File: src/rtl/imm_extender_pipe.sv
// ============================================================================
// Module      : imm_extender_pipe
// Description : Registered immediate extender. It extends the instruction
//               body at the input according to the immediate-type select,
//               then stores the result in a DEPTH-entry FIFO. Both sides use
//               valid/ready handshakes.
// Config      : Define IMM_CSR_UIMM_EN to make select 5 (CSR rs1 uimm,
//               zero-extended) legal. Without it, select 5 is illegal.
// Revision    : 1.0 - initial release
// ============================================================================
`default_nettype none

module imm_extender_pipe #(
  parameter int XLEN  = 32,
  parameter int DEPTH = 2,
  parameter int CNT_W = 8
) (
  input  logic             clk,
  input  logic             rst_n,
  input  logic             in_valid,
  output logic             in_ready,
  input  logic [2:0]       in_imm_src,
  input  logic [24:0]      in_data,
  output logic             out_valid,
  input  logic             out_ready,
  output logic [XLEN-1:0]  out_imm,
  output logic             out_err,
  output logic [CNT_W-1:0] err_cnt
);

  localparam int PTR_W = (DEPTH > 1) ? $clog2(DEPTH) : 1;
  localparam int CNT_B = PTR_W + 1;
  localparam logic [CNT_B-1:0] C_FULL = CNT_B'(DEPTH);

  // Storage and pointers
  logic [XLEN-1:0]  mem_imm_q [DEPTH];
  logic             mem_err_q [DEPTH];
  logic [PTR_W-1:0] wr_ptr_q, wr_ptr_d;
  logic [PTR_W-1:0] rd_ptr_q, rd_ptr_d;
  logic [CNT_B-1:0] count_q, count_d;
  logic [XLEN-1:0]  out_imm_q, out_imm_d;
  logic             out_err_q, out_err_d;
  logic [CNT_W-1:0] err_cnt_q;

  // Extension datapath
  logic [31:0]      w_raw;
  logic             w_zext;
  logic             w_illegal;
  logic [XLEN-1:0]  w_sx;
  logic [XLEN-1:0]  w_ext;

  logic             w_push;
  logic             w_pop;

  // Decode the select into a 32-bit immediate, flagging zero-extension or an illegal select
  always_comb begin
    w_raw     = 32'd0;
    w_zext    = 1'b0;
    w_illegal = 1'b0;
    case (in_imm_src)
      3'd0: w_raw = {{20{in_data[24]}}, in_data[24:13]};
      3'd1: w_raw = {{20{in_data[24]}}, in_data[24:18], in_data[4:0]};
      3'd2: w_raw = {{20{in_data[24]}}, in_data[24], in_data[0], in_data[23:18],
                     in_data[4:1], 1'b0};
      3'd3: w_raw = {{12{in_data[24]}}, in_data[24], in_data[12:5], in_data[13],
                     in_data[23:14], 1'b0};
      3'd4: w_raw = {in_data[24:5], 12'd0};
`ifdef IMM_CSR_UIMM_EN
      3'd5: begin
        w_raw  = {27'd0, in_data[12:8]};
        w_zext = 1'b1;
      end
`endif
      default: w_illegal = 1'b1;
    endcase
  end

  // Widen the 32-bit immediate to XLEN; every legal type except CSR uimm sign-extends
  generate
    if (XLEN == 32) begin : g_xlen32
      assign w_sx = w_raw;
    end else begin : g_xlen_wide
      assign w_sx = {{(XLEN-32){w_raw[31] & ~w_zext}}, w_raw};
    end
  endgenerate

  assign w_ext = w_illegal ? '0 : w_sx;

  // Handshakes come from registered state only
  assign in_ready  = (count_q != C_FULL);
  assign out_valid = (count_q != '0);
  assign w_push    = in_valid & in_ready;
  assign w_pop     = out_valid & out_ready;

  // Next pointers, occupancy and the head value shown next cycle
  always_comb begin
    wr_ptr_d  = w_push ? wr_ptr_q + PTR_W'(1) : wr_ptr_q;
    rd_ptr_d  = w_pop  ? rd_ptr_q + PTR_W'(1) : rd_ptr_q;
    count_d   = count_q;
    if (w_push && !w_pop) count_d = count_q + CNT_B'(1);
    if (!w_push && w_pop) count_d = count_q - CNT_B'(1);
    out_imm_d = out_imm_q;
    out_err_d = out_err_q;
    if (count_d != '0) begin
      // The new head is the entry being written right now when it lands at rd_ptr_d
      if (w_push && (rd_ptr_d == wr_ptr_q)) begin
        out_imm_d = w_ext;
        out_err_d = w_illegal;
      end else begin
        out_imm_d = mem_imm_q[rd_ptr_d];
        out_err_d = mem_err_q[rd_ptr_d];
      end
    end
  end

  // FIFO state, storage and the registered output head
  always_ff @(posedge clk or negedge rst_n) begin
    if (!rst_n) begin
      wr_ptr_q  <= '0;
      rd_ptr_q  <= '0;
      count_q   <= '0;
      out_imm_q <= '0;
      out_err_q <= 1'b0;
      for (int i = 0; i < DEPTH; i++) begin
        mem_imm_q[i] <= '0;
        mem_err_q[i] <= 1'b0;
      end
    end else begin
      wr_ptr_q  <= wr_ptr_d;
      rd_ptr_q  <= rd_ptr_d;
      count_q   <= count_d;
      out_imm_q <= out_imm_d;
      out_err_q <= out_err_d;
      if (w_push) begin
        mem_imm_q[wr_ptr_q] <= w_ext;
        mem_err_q[wr_ptr_q] <= w_illegal;
      end
    end
  end

  // Saturating count of accepted illegal selects
  always_ff @(posedge clk or negedge rst_n) begin
    if (!rst_n) begin
      err_cnt_q <= '0;
    end else if (w_push && w_illegal && (err_cnt_q != '1)) begin
      err_cnt_q <= err_cnt_q + CNT_W'(1);
    end
  end

  assign out_imm = out_imm_q;
  assign out_err = out_err_q;
  assign err_cnt = err_cnt_q;

endmodule

`default_nettype wire

File: config.mk
export PLATFORM = sky130hd
export DESIGN_NAME = imm_extender_pipe
export DESIGN_NICKNAME = d
export VERILOG_FILES = /design/src/rtl/imm_extender_pipe.sv
export SDC_FILE = /design/constraint.sdc
export NUM_CORES = 1
export LEC_CHECK = 0
export CAP_MARGIN = 20
export CORE_MARGIN = 2
export CORE_UTILIZATION = 45
export CTS_BUF_LIST = sky130_fd_sc_hd__clkbuf_8
export CTS_CLUSTER_SIZE = 25
export DETAILED_ROUTE_END_ITERATION = 10
export PLACE_DENSITY = 0.68
export SLEW_MARGIN = 20
export SYNTH_ARGS = -nofsm -noshare
export SYNTH_HDL_FRONTEND = slang
export SYNTH_SLANG_ARGS = --single-unit
File: constraint.sdc
create_clock -name clk -period 3.35 [get_ports clk]
set_clock_uncertainty 0.2 [all_clocks]
set_input_delay 0.5025 -clock clk [delete_from_list [all_inputs] [get_ports clk]]
set_output_delay 0.5025 -clock clk [all_outputs]
set_load 0.05 [all_outputs]
==> results list, run 1 <==
- The worst path in the final design needs a cycle of 2.66 ns, including I/O delays and setup.
* Final standard cell count with taps included and fillers excluded: 694
- The initial utilization of the core area, before any placement, comes to 46.5%.
- Synth Cell Area: 5330 um2
- Startpoint of the lowest-slack register-to-register path: count_q[0]$_DFF_PN0_
- Post-Synthesis Net Count: 515
* Worst reg-to-reg path cell count: 8
- For this block, the routed nets add up to 11800 um of wire.
* Clock latency of the later-clocked register in the worst-skew pair: 0.37 ns
* Cells resized by post-CTS repair: 0
* Area occupied by multi-input gates: 2380 um2
- Power Dens Cells: 1000 nW/um2
* Clock Path Buffers: 2
- Flops & latches, synth: 111
* Met2 Routed Length: 5540 um
- The core region is 11500 um2.
- For this run, the slowest stage of the critical path takes 0.54 ns.
* Crit path max-delay cell type: mux2_4
- Critical path endpoint: out_imm[29]$_DFFE_PN0P_
- Worst setup EP type: register
- Layout cell share with drive strength beyond 1: 9.07%
* Total design power: 6.47 mW
- Endpoint arrival time on the critical path: 2.73 ns
- Buffers inserted during post-CTS setup optimization: 0
- Clock tree synthesis found a total of 111 sinks.
- The critical path starts at count_q[0]$_DFF_PN0_.
- Antenna violations before repair: 0
- In the final timing run, aggregate negative setup slack is 0 ns.
- Total count of hold-check failures in the final report: 0
- The H-tree generated during clock tree synthesis spans 3 levels.
- M1 wire length: 5610 um
- The floorplan step set the die width to 113 um.
- Summed over all cells, the static leakage comes to 3.03 nW.
* Total number of placement rows: 39
* Required time reported for the critical path endpoint: 3.42 ns
- Crit path launch type: register
- Proportion of synthesized chip area in sequential cells: 52.1%
- The routed design uses 528 um of met3 wire.
- The tool flagged a number of max-cap violations equal to 0.
- The run finished with clean final reports.
- In this run, placement finished with an instance count of 677.
* Maximum fanout along the worst path: 29
* Critical register-to-register path endpoint: out_imm[29]$_DFFE_PN0P_
- Number of cells produced by synthesis: 480
- Growth of design area from synthesis to finish: 21.1%
- The count of buffers added on input and output ports is 74.
- Setup slack on the worst reg-to-reg path comes out at 0.69 ns.
- Iteration count of the initial detailed-routing pass: 5
- The critical path is of the register to register type.
- Final Setup Violations: 0
* Flip-flop and latch area: 2780 um2
- In this run the vertical extent of the chip is 113 um.
- Along the worst hold path, the cell count comes to 2.
- Maximum clock frequency: 376 MHz
* Wire length of the first global-routing pass: 19700 um
- For this run, the share of the core covered by cells in the final layout is 56.3%.
* Overflow left after global routing: 0
- Detailed Route Iter0 Violations: 153
- IR analysis of the VDD net gives a maximum drop of 0.467 mV.
- Worst slew margin: 55.6%
- The number of global-route vias before repair is 3888.
- The routed layout has 3840 vias.
- The detailed router used layers up to and including met4.
- The path class of the tightest hold or removal check is register to register.
* DIE AREA: 12700 um2
- Clock tree synthesis inserted a total of 9 buffers.
* Routed len/inst: 17.0 um
- CP Cell Sequence: inv_1 > ha_1 > nor2b_4 > xnor2_4 > mux2_4 > buf_4 > mux2i_1 > mux2_1
- Number of distinct library cell variants in the gate-level netlist after synthesis: 38
- After filler insertion, the fill cell instance count of the layout stands at 985.
- Clock-pin slew was measured on the worst setup and hold paths at 0.11 ns.
- Global routing used 19.2% of the available tracks.
* Cell chosen for the clock root: clkbuf_8
- After detailed routing, the number of vias per cell comes to 5.53.
- Largest net degree at the start of global routing: 65
* Routed Antenna Nets: 0
- I/O Pins: 75
- Setup repair after global routing left no endpoint under its margin.
- Routability-driven placement congestion ratio: 0.821
* Syn_area_per_cell: 11.1 um2
- At the pin with the least slew margin, the transition time is 0.665 ns.
- Number of max-slew violations in the final report: 0
* Net count, final: 581
- For this run, design rule violations remaining after detail routing come to 0.
- Final antenna diode count: 0
* Detailed placer's ending HPWL: 7860 um
- TritonCTS built the clock tree.
- Synthesis warning total: 0
- Of the available clock period, the critical path in the final layout requires 79.5%.
## area by class of cell
cell class	instances	share of cell area, %
clock buffer	10	2.13
clock inverter	6	1.05
inverter	5	0.291
multi-input combinational	330	36.9
sequential	111	43.0
tap	143	2.77
timing repair buffer	89	13.8
## synthesized netlist by cell type
| cell | number | share of area (%) |
|---|---|---|
| nand3_1 | 7 | 0.66 |
| mux2_1 | 28 | 5.9 |
| dfrtp_1 | 111 | 52 |
| nor2b_4 | 1 | 0.26 |
| nand3b_1 | 1 | 0.14 |
| o21a_1 | 2 | 0.28 |
| or3_1 | 1 | 0.12 |
| mux2i_1 | 64 | 12 |
| nand4_1 | 2 | 0.23 |
| xnor2_1 | 7 | 1.2 |
| and4_1 | 1 | 0.16 |
| mux2_4 | 3 | 0.85 |
| nor2b_1 | 4 | 0.47 |
| o21ai_1 | 12 | 1.1 |
| ha_1 | 3 | 0.70 |
| or3b_1 | 1 | 0.16 |
| inv_1 | 5 | 0.35 |
| nand2_1 | 60 | 4.2 |
| buf_2 | 5 | 0.47 |
| clkbuf_1 | 24 | 1.7 |
| a21boi_1 | 1 | 0.14 |
| a31oi_1 | 8 | 0.94 |
| buf_6 | 2 | 0.42 |
| o211ai_1 | 1 | 0.14 |
| nor3_1 | 1 | 0.094 |
| xnor2_2 | 1 | 0.31 |
| nor2_1 | 12 | 0.85 |
| a211oi_1 | 1 | 0.14 |
| nor3b_1 | 1 | 0.14 |
| buf_4 | 3 | 0.42 |
| mux2_2 | 14 | 3.0 |
| xor2_1 | 1 | 0.16 |
| a22o_1 | 10 | 1.6 |
| o21ai_0 | 43 | 4.0 |
| nand2b_1 | 9 | 1.1 |
| or2_1 | 1 | 0.12 |
| a21oi_1 | 21 | 2.0 |
| o22a_1 | 8 | 1.3 |
## kinds of logic after synthesis
logic type / synth area share, %
fa+ha+maj: 0.705
buf+inv: 3.36
mux: 21.7
simple gates: 8.69
flops: 52.1
compound gates: 11.7
xor+xnor: 1.62
## repair_timing
action / 4_1_cts / 5_1_grt
hold endpoints to repair: 47 / 0
hold buffers: 1 / 0
setup endpoints to repair: 0 / 0
## metrics by stage
stage	cell area, um2	worst slack [ns]	hold WS [ns]
finish	6450	0.688	0.286
global placement	6240	0.439	0.261
detailed placement	6240	0.387	0.269
floorplan	5330	0.851	0.00691
global route	6450	0.543	0.319
CTS	6450	0.684	0.292
## report_power, final
part | internal (mW) | switching, mW | leakage (nW)
clock network | 0.369 | 0.464 | 0.0989
logic | 1.48 | 1.90 | 1.49
registers | 1.92 | 0.331 | 1.44
total | 3.77 | 2.70 | 3.03
## placed cells by master, fill, tap and decap left out, types with 2 or more instances in the layout
cell type / netlist / final
a21oi_1: 21 / 21
a22o_1: 10 / 10
a31oi_1: 8 / 8
buf_12: 0 / 3
buf_4: 3 / 12
clkbuf_8: 0 / 10
clkdlybuf4s50_1: 0 / 73
clkinvlp_4: 0 / 2
dfrtp_1: 111 / 111
ha_1: 3 / 3
inv_1: 5 / 5
mux2_1: 28 / 28
mux2_2: 14 / 14
mux2_4: 3 / 3
mux2i_1: 64 / 64
nand2_1: 60 / 60
nand2b_1: 9 / 9
nand3_1: 7 / 7
nand4_1: 2 / 2
nor2_1: 12 / 12
nor2b_1: 4 / 4
o21a_1: 2 / 2
o21ai_0: 43 / 43
o21ai_1: 12 / 12
o22a_1: 8 / 8
xnor2_1: 7 / 7
## worst min-delay path by stage
stage                         startpoint                         to
6_report       mem_imm_q[27]$_DFFE_PN0P_  mem_imm_q[27]$_DFFE_PN0P_
4_1_cts        mem_imm_q[27]$_DFFE_PN0P_  mem_imm_q[27]$_DFFE_PN0P_
2_1_floorplan                      rst_n       count_q[0]$_DFF_PN0_
3_5_place_dp   mem_imm_q[27]$_DFFE_PN0P_  mem_imm_q[27]$_DFFE_PN0P_
3_3_place_gp   mem_imm_q[37]$_DFFE_PN0P_  mem_imm_q[37]$_DFFE_PN0P_
5_1_grt        mem_imm_q[20]$_DFFE_PN0P_  mem_imm_q[20]$_DFFE_PN0P_
## registers in the layout (all words and copies together) (netlist names)
register	count
err_cnt	8
out_imm	32
mem_imm_q	64
out_err	1
wr_ptr_q	1
mem_err_q	2
rd_ptr_q	1
count_q	2
## worst max-delay path: cells and delay by family, from the launching register on
family | cells | cell delay, ns
adders and majority gates | 1 | 0.25
xor gates and xnor gates | 1 | 0.16
muxes | 3 | 0.98
and+or+nand+nor | 1 | 0.23
buffers and inverters | 2 | 0.34
DFF | 1 | 0.39
## metal layers
metal	up-vias	track usage, %
li1	1823	-
met1	1902	26.6
met2	104	31.1
met3	11	3.86
met4	0	5.37
met5	-	0
Note: power is estimated with default switching activity, not from simulation.
==> run 2: changes to the inputs <==
Clock period 3.35 ns to 2.6 ns, I/O delays scaled along.
==> run 2 against run 1 <==
Effect of this change:
- sequential cell count unchanged
- die area stayed put
- total power rose by 30%
- first-iteration DRC count up 54%
- worst setup slack got worse by 0.59 ns
- routed wire length is 5.3% higher
- cell area up 1.6%
- critical path depth shrank 4
- combinational power increased by 36%
- critical endpoint is now out_valid
- via count increased by 2.6%
- clock-buffer cell count stayed put
==> results list, run 2 (synthesis results as in run 1) <==
- The weighted congestion reported at the end of routability-driven placement is 0.829 (was 0.821).
- Buffers inserted during post-CTS setup optimization: 0 (unchanged)
- The number of buffers created by CTS was 9 (unchanged).
- Net count, final: 598 (was 581)
* Crit path launch type: register (unchanged)
- Maximum fanout along the worst path: 3 (was 29)
- The post-place instance area came to 6380 um2 (was 6240 um2).
- CP Cell Sequence: inv_1 > ha_1 > inv_1 > clkdlybuf4s50_1 (was inv_1 > ha_1 > nor2b_4 > xnor2_4 > mux2_4 > buf_4 > mux2i_1 > mux2_1)
* Maximum clock frequency: 399 MHz
- The number of antenna violations at the first check in global routing is 0 (unchanged).
- The source of the worst hold timing path was mem_imm_q[22]$_DFFE_PN0P_ (was mem_imm_q[27]$_DFFE_PN0P_).
- Via count of the first global-routing pass: 4043 (was 3888)
- DIE AREA: 12700 um2 (unchanged)
* Wire length reported by the detailed router: 12400 um (was 11800 um)
- Wire length of the first global-routing pass: 20500 um (was 19700 um)
- Critical register-to-register path endpoint: out_imm[25]$_DFFE_PN0P_ (was out_imm[29]$_DFFE_PN0P_)
* Startpoint of the lowest-slack register-to-register path: count_q[0]$_DFF_PN0_ (unchanged)
- CTS H-tree depth: 3 (unchanged)
- The wire length per cell was 17.5 um (was 17.0 um).
- Final Setup Violations: 0 (unchanged)
* Unrepaired setup endpoints after global routing: no (unchanged)
- The endpoint of the worst hold-timing path is mem_imm_q[22]$_DFFE_PN0P_ (was mem_imm_q[27]$_DFFE_PN0P_).
- The worst min-delay path category is register to register (unchanged).
- The area inside the core boundary was 11500 um2 (unchanged).
- The actual transition at the worst max-transition pin came to 0.762 ns (was 0.665 ns).
- The ratio of cells with drive above 1 in the final layout came to 11.5% (was 9.07%).
- Growth of design area from synthesis to finish: 23.1% (was 21.1%)
- Non-Filler Cell Area, Final: 6560 um2 (was 6450 um2)
- The internal reg-to-reg setup slack came to 0.1 ns (was 0.69 ns).
- The number of detailed-routing iterations run before antenna repair is 5 (unchanged).
- Fillcell total: 964 (was 985)
* Post-detailed-route via-to-cell ratio: 5.55 (was 5.53)
* Max stage delay on crit path: 0.79 ns (was 0.54 ns)
* Crit path max-delay cell type: clkdlybuf4s50_1 (was mux2_4)
* Total count of hold-check failures in the final report: 0 (unchanged)
- Most common cell after layout, fill and taps aside: dfrtp_1 (unchanged)
- The count of pins on the block boundary is 75 (unchanged).
* Largest net degree at the start of global routing: 53 (was 65)
- Crit path buf inv count: 3 (was 2)
- Commonest cells after routing, fill and taps aside: dfrtp_1 (111), clkdlybuf4s50_1 (73), mux2i_1 (64) (unchanged).
* Initial core utilization: 46.5% (unchanged)
- The remaining max-slew budget at the tightest pin is 49.1% (was 55.6%).
- The power density over cell area is 1280 nW/um2 (was 1000 nW/um2).
- Clock Path Buffers: 2 (unchanged)
- Total number of placement rows: 39 (unchanged)
- Routed Antenna Nets: 0 (unchanged)
* Start point of the critical path: count_q[0]$_DFF_PN0_ (unchanged)
- The clock slew at the register clock pins of the worst setup and hold paths is 0.09 ns (was 0.11 ns).
* Overall routing resource usage: 20.3% (was 19.2%)
* Fraction of the cycle the final worst path needs: 96.3%
- Clock latency of the later-clocked register in the worst-skew pair: 0.37 ns (about the same)
* Endpoint arrival time on the critical path: 1.91 ns (was 2.73 ns)
- The remaining global-route overflow came to 0 (unchanged).
* Required time reported for the critical path endpoint: 2.01 ns (was 3.42 ns)
- Cell chosen for the clock root: clkbuf_8 (unchanged)
- The cell that appears most often on the critical path is inv_1.
* Number of remaining DRC errors: 0 (unchanged)
- The final count of pins violating max slew is 0 (unchanged).
- The met2 wirelength from detailed routing was 5880 um (was 5540 um).
- Subtracting the final worst setup slack from the clock period gives 2.50 ns.
- Total vias in the final route: 3940 (was 3840)
- Worst reg-to-reg path cell count: 8 (unchanged)
- Clock tree from TritonCTS: built (unchanged)
- The highest layer used for signal routing is met4 (unchanged).
- Result of the run: finished, final reports clean (unchanged).
* Die height: 113 um (unchanged)
- The kind of cell adding the most delay to the critical path was buffers and inverters (was multiplexers).
- The wire length on met1 came to 5830 um (was 5610 um).
- IO buf count: 74 (unchanged)
- The register name with the most flops was mem_imm_q (unchanged).
- Leakage: 3.11 nW (was 3.03 nW)
- Post-layout utilization of the core: 57.2% (was 56.3%)
- The count of clock tree sinks came to 111 (unchanged).
- The startpoint-to-endpoint class of the critical path is register to primary output (was register to register).
- The sort of element at the end of the critical path is a primary output (was register).
* Length of routed met3 wiring: 558 um (was 528 um)
- Worst VDD drop: 0.597 mV (was 0.467 mV)
- Detailed placer's ending HPWL: 8570 um (was 7860 um)
* Number of flip-flops under the largest register name: 64 (unchanged)
- Detailed Route Iter0 Violations: 235 (was 153)
* Die Span X: 113 um (unchanged)
- Max-cap violations: 0 (unchanged)
- Final-layout setup total negative slack: 0 ns (unchanged)
- The antenna cell count was 0 (unchanged).
- The cell depth of the worst hold path came to 2 (unchanged).
## run 2: power by group
group	switching, mW	internal (mW)	total, mW
Sequential	0.424	2.48	2.90
Clock	0.568	0.362	0.930
Combinational	2.53	2.05	4.58
Total	3.52	4.90	8.42
## run 2: final cells by class
class	instances	area (um2)	area share, %
flip-flops and latches	111	2780	42.4
repair buffers	106	1030	15.7
inverters	5	18.8	0.286
clock inverters	5	27.5	0.420
well taps	143	179	2.73
multi-input cells	330	2390	36.4
clock buffers	10	138	2.10
## run 2: worst register-to-register path: stages (launching register included)
cell	delay, ns
dfrtp_1	0.37
inv_1	0.08
ha_1	0.32
or3b_1	0.35
o211ai_1	0.10
a21boi_2	0.21
or2_1	0.19
buf_12	0.22
mux2_2	0.36
## run 2: per-stage QoR
stage	hold WS, ns	setup slack (ns)	cells	power [mW]
final	0.286	0.0966	710	8.42
after global routing	0.309	0.00873	710	8.96
after floorplan	-0.106	0.101	480	6.12
after CTS	0.291	0.0451	710	8.48
after detailed placement	0.207	-0.0463	694	7.55
after global placement	0.196	-0.00559	694	7.40
## run 2: worst max-delay path by stage
stage / depth (start not counted) / end
2_1_floorplan: 9 / out_imm[11]$_DFFE_PN0P_
3_3_place_gp: 8 / out_imm[27]$_DFFE_PN0P_
3_5_place_dp: 7 / out_imm[14]$_DFFE_PN0P_
4_1_cts: 8 / out_imm[14]$_DFFE_PN0P_
5_1_grt: 8 / out_imm[26]$_DFFE_PN0P_
6_report: 4 / out_valid
## run 2: repair_timing
item                                    4_1_cts  5_1_grt
endpoints found under the setup margin        0       32
hold endpoints to repair                     37        0
hold buffers                                  1        0
gates resized for setup                       0        1
## run 2: layer usage
layer  up-vias  global-route usage, %
met2       103                   32.5
met1      1977                   28.9
met4         0                   6.59
li1       1848                      -
met3        12                   2.57
met5         -                      0
==> run 3: changes to the inputs <==
Settings changed: PLACE_DENSITY 0.68 to 0.69.
==> run 3 against run 2 <==
Effect of this change:
- non-clock buffer count up 1
- via count down 0.30%
- die area unchanged
- utilization up 0.59 points
- hold slack better by 0.0029 ns
- register-to-register slack about the same
- combinational power up 2%
- clock power up 15%
- sequential power about the same
==> results list, run 3 (synthesis results as in run 1) <==
- Result of the run: finished, final reports clean (unchanged)
- Routed Antenna Nets: 0 (unchanged)
* Net count, final: 599 (was 598)
* End point of the worst hold path: mem_imm_q[52]$_DFFE_PN0P_ (was mem_imm_q[22]$_DFFE_PN0P_)
- The number of H-tree levels came to 3 (unchanged).
- Number of remaining DRC errors: 0 (unchanged)
- The final setup violation count was 0 (unchanged).
* Worst R2R Setup Slack: 0.11 ns (was 0.1 ns)
* Net switching power: 3.60 mW (was 3.52 mW)
- Class of the worst hold path: register to register (unchanged)
- CP Cell Sequence: inv_1 > ha_1 > or3b_1 > o211ai_1 > a21boi_1 > or2_4 > buf_4 > mux2_1 (was inv_1 > ha_1 > inv_1 > clkdlybuf4s50_1).
- The sequential share of power was 33.6% (was 34.5%).
- The post-place instance area was 6380 um2 (unchanged).
- Critical register-to-register path endpoint: out_imm[18]$_DFFE_PN0P_ (was out_imm[25]$_DFFE_PN0P_)
- Power Dens Cells: 1310 nW/um2 (was 1280 nW/um2)
- The sort of element at the end of the critical path is a register (was primary output).
* Die Span X: 113 um (unchanged)
* Via count of the first global-routing pass: 4020 (was 4043)
- The count of clock tree sinks came to 111 (unchanged).
- Core Region: 11500 um2 (unchanged)
* Part of the total power dissipated in combinational logic: 54.1% (was 54.5%)
- The source of the worst hold timing path was mem_imm_q[52]$_DFFE_PN0P_ (was mem_imm_q[22]$_DFFE_PN0P_).
- The clock network latency to the later pin of the worst-skew pair is 0.37 ns (about the same).
- The detailed-route via count is 3928 (was 3940).
- Total count of hold-check failures in the final report: 0 (unchanged)
* Time the final worst path needs with I/O delays and setup: 2.49 ns (was 2.50 ns)
* Clock network fraction of total power: 12.3% (was 11.0%)
- Cell chosen for the clock root: clkbuf_8 (unchanged)
- The proportion of total power due to net switching came to 41.6% (was 41.8%).
- Detailed placer's ending HPWL: 8380 um (was 8570 um)
* Worst VDD drop: 0.616 mV (was 0.597 mV)
* Slew of the pin with the lowest slew margin: 0.645 ns (was 0.762 ns)
- Endpoint arrival time on the critical path: 2.54 ns (was 1.91 ns)
* Class of the most critical setup path: register to register (was register to primary output)
- Total number of placement rows: 39 (unchanged)
- Largest net degree at the start of global routing: 53 (unchanged)
- Iteration count of the initial detailed-routing pass: 4 (was 5)
- Wire length reported by the detailed router: 12200 um (was 12400 um)
- DIE AREA: 12700 um2 (unchanged)
* Leakage: 3.14 nW (was 3.11 nW)
* Maximum clock frequency: 402 MHz (was 399 MHz)
- Total design power: 8.67 mW (was 8.42 mW)
- The clock slew at the register clock pins of the worst setup and hold paths was 0.10 ns (was 0.09 ns).
- The number of buffers created by CTS is 9 (unchanged).
- The overall routing resource usage was 19.8% (was 20.3%).
- IO buf count: 74 (unchanged)
- The final setup TNS was 0 ns (unchanged).
- The launching element type of the critical path is a register (unchanged).
- The number of flip-flops in the largest register was 64 (unchanged).
* Cell family with most CP delay: simple AND/OR/NAND/NOR gates (was buffers and inverters)
- Routed len/inst: 17.2 um (was 17.5 um)
- The antenna cell count came to 0 (unchanged).
- The register name with the most flops was mem_imm_q (unchanged).
* Detailed Route Iter0 Violations: 220 (was 235)
* Commonest cells after routing, fill and taps aside: dfrtp_1 (111), clkdlybuf4s50_1 (71), mux2i_1 (64) (was dfrtp_1 (111), clkdlybuf4s50_1 (73), mux2i_1 (64))
- Unrepaired setup endpoints after global routing: yes (was no)
- Start point of the critical path: count_q[0]$_DFF_PN0_ (unchanged)
* Max stage delay on crit path: 0.40 ns (was 0.79 ns)
- The starting density of the core is 46.5% (unchanged).
* Pre-CTS worst setup slack: -0.0658 ns (was -0.0463 ns)
* Internal cell power: 5.06 mW (was 4.90 mW)
- The average via count per standard cell came to 5.52 (was 5.55).
- The cell depth of the worst hold path is 2 (unchanged).
- Clock tree from TritonCTS: built (unchanged)
* Min setup slack post-route: 0.110 ns (was 0.0966 ns)
- Maximum fanout along the worst path: 7 (was 3)
- Die height: 113 um (unchanged)
- The final period utilization is 95.8% (was 96.3%).
- The number of maximum-capacitance constraint violations was 0 (unchanged).
* Number of max-slew violations in the final report: 0 (unchanged)
- The post-layout instance area came to 6630 um2 (was 6560 um2).
- The depth of the worst register-to-register path was 8 (unchanged).
- Layout cell share with drive strength beyond 1: 12.1% (was 11.5%)
- The weighted congestion reported at the end of routability-driven placement is 0.818 (was 0.829).
- The leading cell type in the layout, fill and taps excluded is dfrtp_1 (unchanged).
- Clock Path Buffers: 2 (unchanged)
* Worst slew margin: 56.9% (was 49.1%)
* Antenna violations before repair: 0 (unchanged)
- The first-pass GRT wire length is 20200 um (was 20500 um).
- The post-layout utilization of the core was 57.8% (was 57.2%).
- Growth of design area from synthesis to finish: 24.4% (was 23.1%)
- Required time reported for the critical path endpoint: 2.65 ns (was 2.01 ns)
- The count of buffer and inverter cells on the critical path came to 2 (was 3).
- The remaining global-route overflow is 0 (unchanged).
- I/O Pins: 75 (unchanged)
* Startpoint of the lowest-slack register-to-register path: count_q[0]$_DFF_PN0_ (unchanged)
- Crit path max-delay cell type: dfrtp_1 (was clkdlybuf4s50_1)
==> run 3: cell types whose count changed in the layout (fill, tap and decap cells not counted), sizes merged <==
cell and delta:
bufinv +1, clkdlybuf4s50 -2, clkinv +1, dlymetal6s2s +2
==> run 3: how the worst max path moves through the flow <==
stage               cells after the start                 endpoint  slack (ns)
floorplan                               9  out_imm[11]$_DFFE_PN0P_        0.10
global placement                        7   out_imm[7]$_DFFE_PN0P_       -0.01
detailed placement                      8  out_imm[26]$_DFFE_PN0P_       -0.07
CTS                                     4                out_valid        0.03
global route                            8  out_imm[17]$_DFFE_PN0P_      -0.005
finish                                  8  out_imm[18]$_DFFE_PN0P_        0.11
==> run 3: metrics by stage <==
step           hold slack (ns)  instances
3_3_place_gp             0.223        694
3_5_place_dp             0.227        694
6_report                 0.289        712
4_1_cts                  0.294        711
2_1_floorplan           -0.106        480
5_1_grt                  0.314        712
==> run 3: cell type report <==
class                      instances  area, um2
fill                            1015       4840
sequential                       111       2780
multi-input combinational        330       2380
timing repair buffer             107       1060
tap                              143        179
clock buffer                       9        124
clock inverter                     7       80.1
inverter                           5       18.8
==> run 3: power groups by stage <==
stage	sequential [mW]	combinational, mW	clock, mW
after global placement	2.91	4.50	0
after CTS	2.91	4.62	1.10
after global routing	3.00	5.07	1.16
after detailed placement	2.94	4.61	0
after floorplan	3.58	2.55	0
final	2.91	4.69	1.07
==> run 3: worst min-delay path, delay by kind of cell, from the launching register on <==
kind / cells / cell delay, ns
AO/OA/AOI/OAI: 1 / 0.06
flip-flops: 1 / 0.36
AND/OR/NAND/NOR: 1 / 0.05
==> run 3: routing by layer <==
layer	routed length, um	vias to the layer above	share of wire, %	track usage [%]
li1	-	1857	-	-
met1	5620	1963	46	27.0
met2	5960	95	49	32.6
met3	479	13	3.9	3.16
met4	170	0	1.4	6.26
met5	0	-	0	0
==> run 3: repair_timing <==
item | in CTS | in global routing
setup buffers | 0 | 0
hold buffers | 1 | 0
setup endpoints to repair | 0 | 11
endpoints found under the hold margin | 41 | 0
resized for setup | 0 | 3
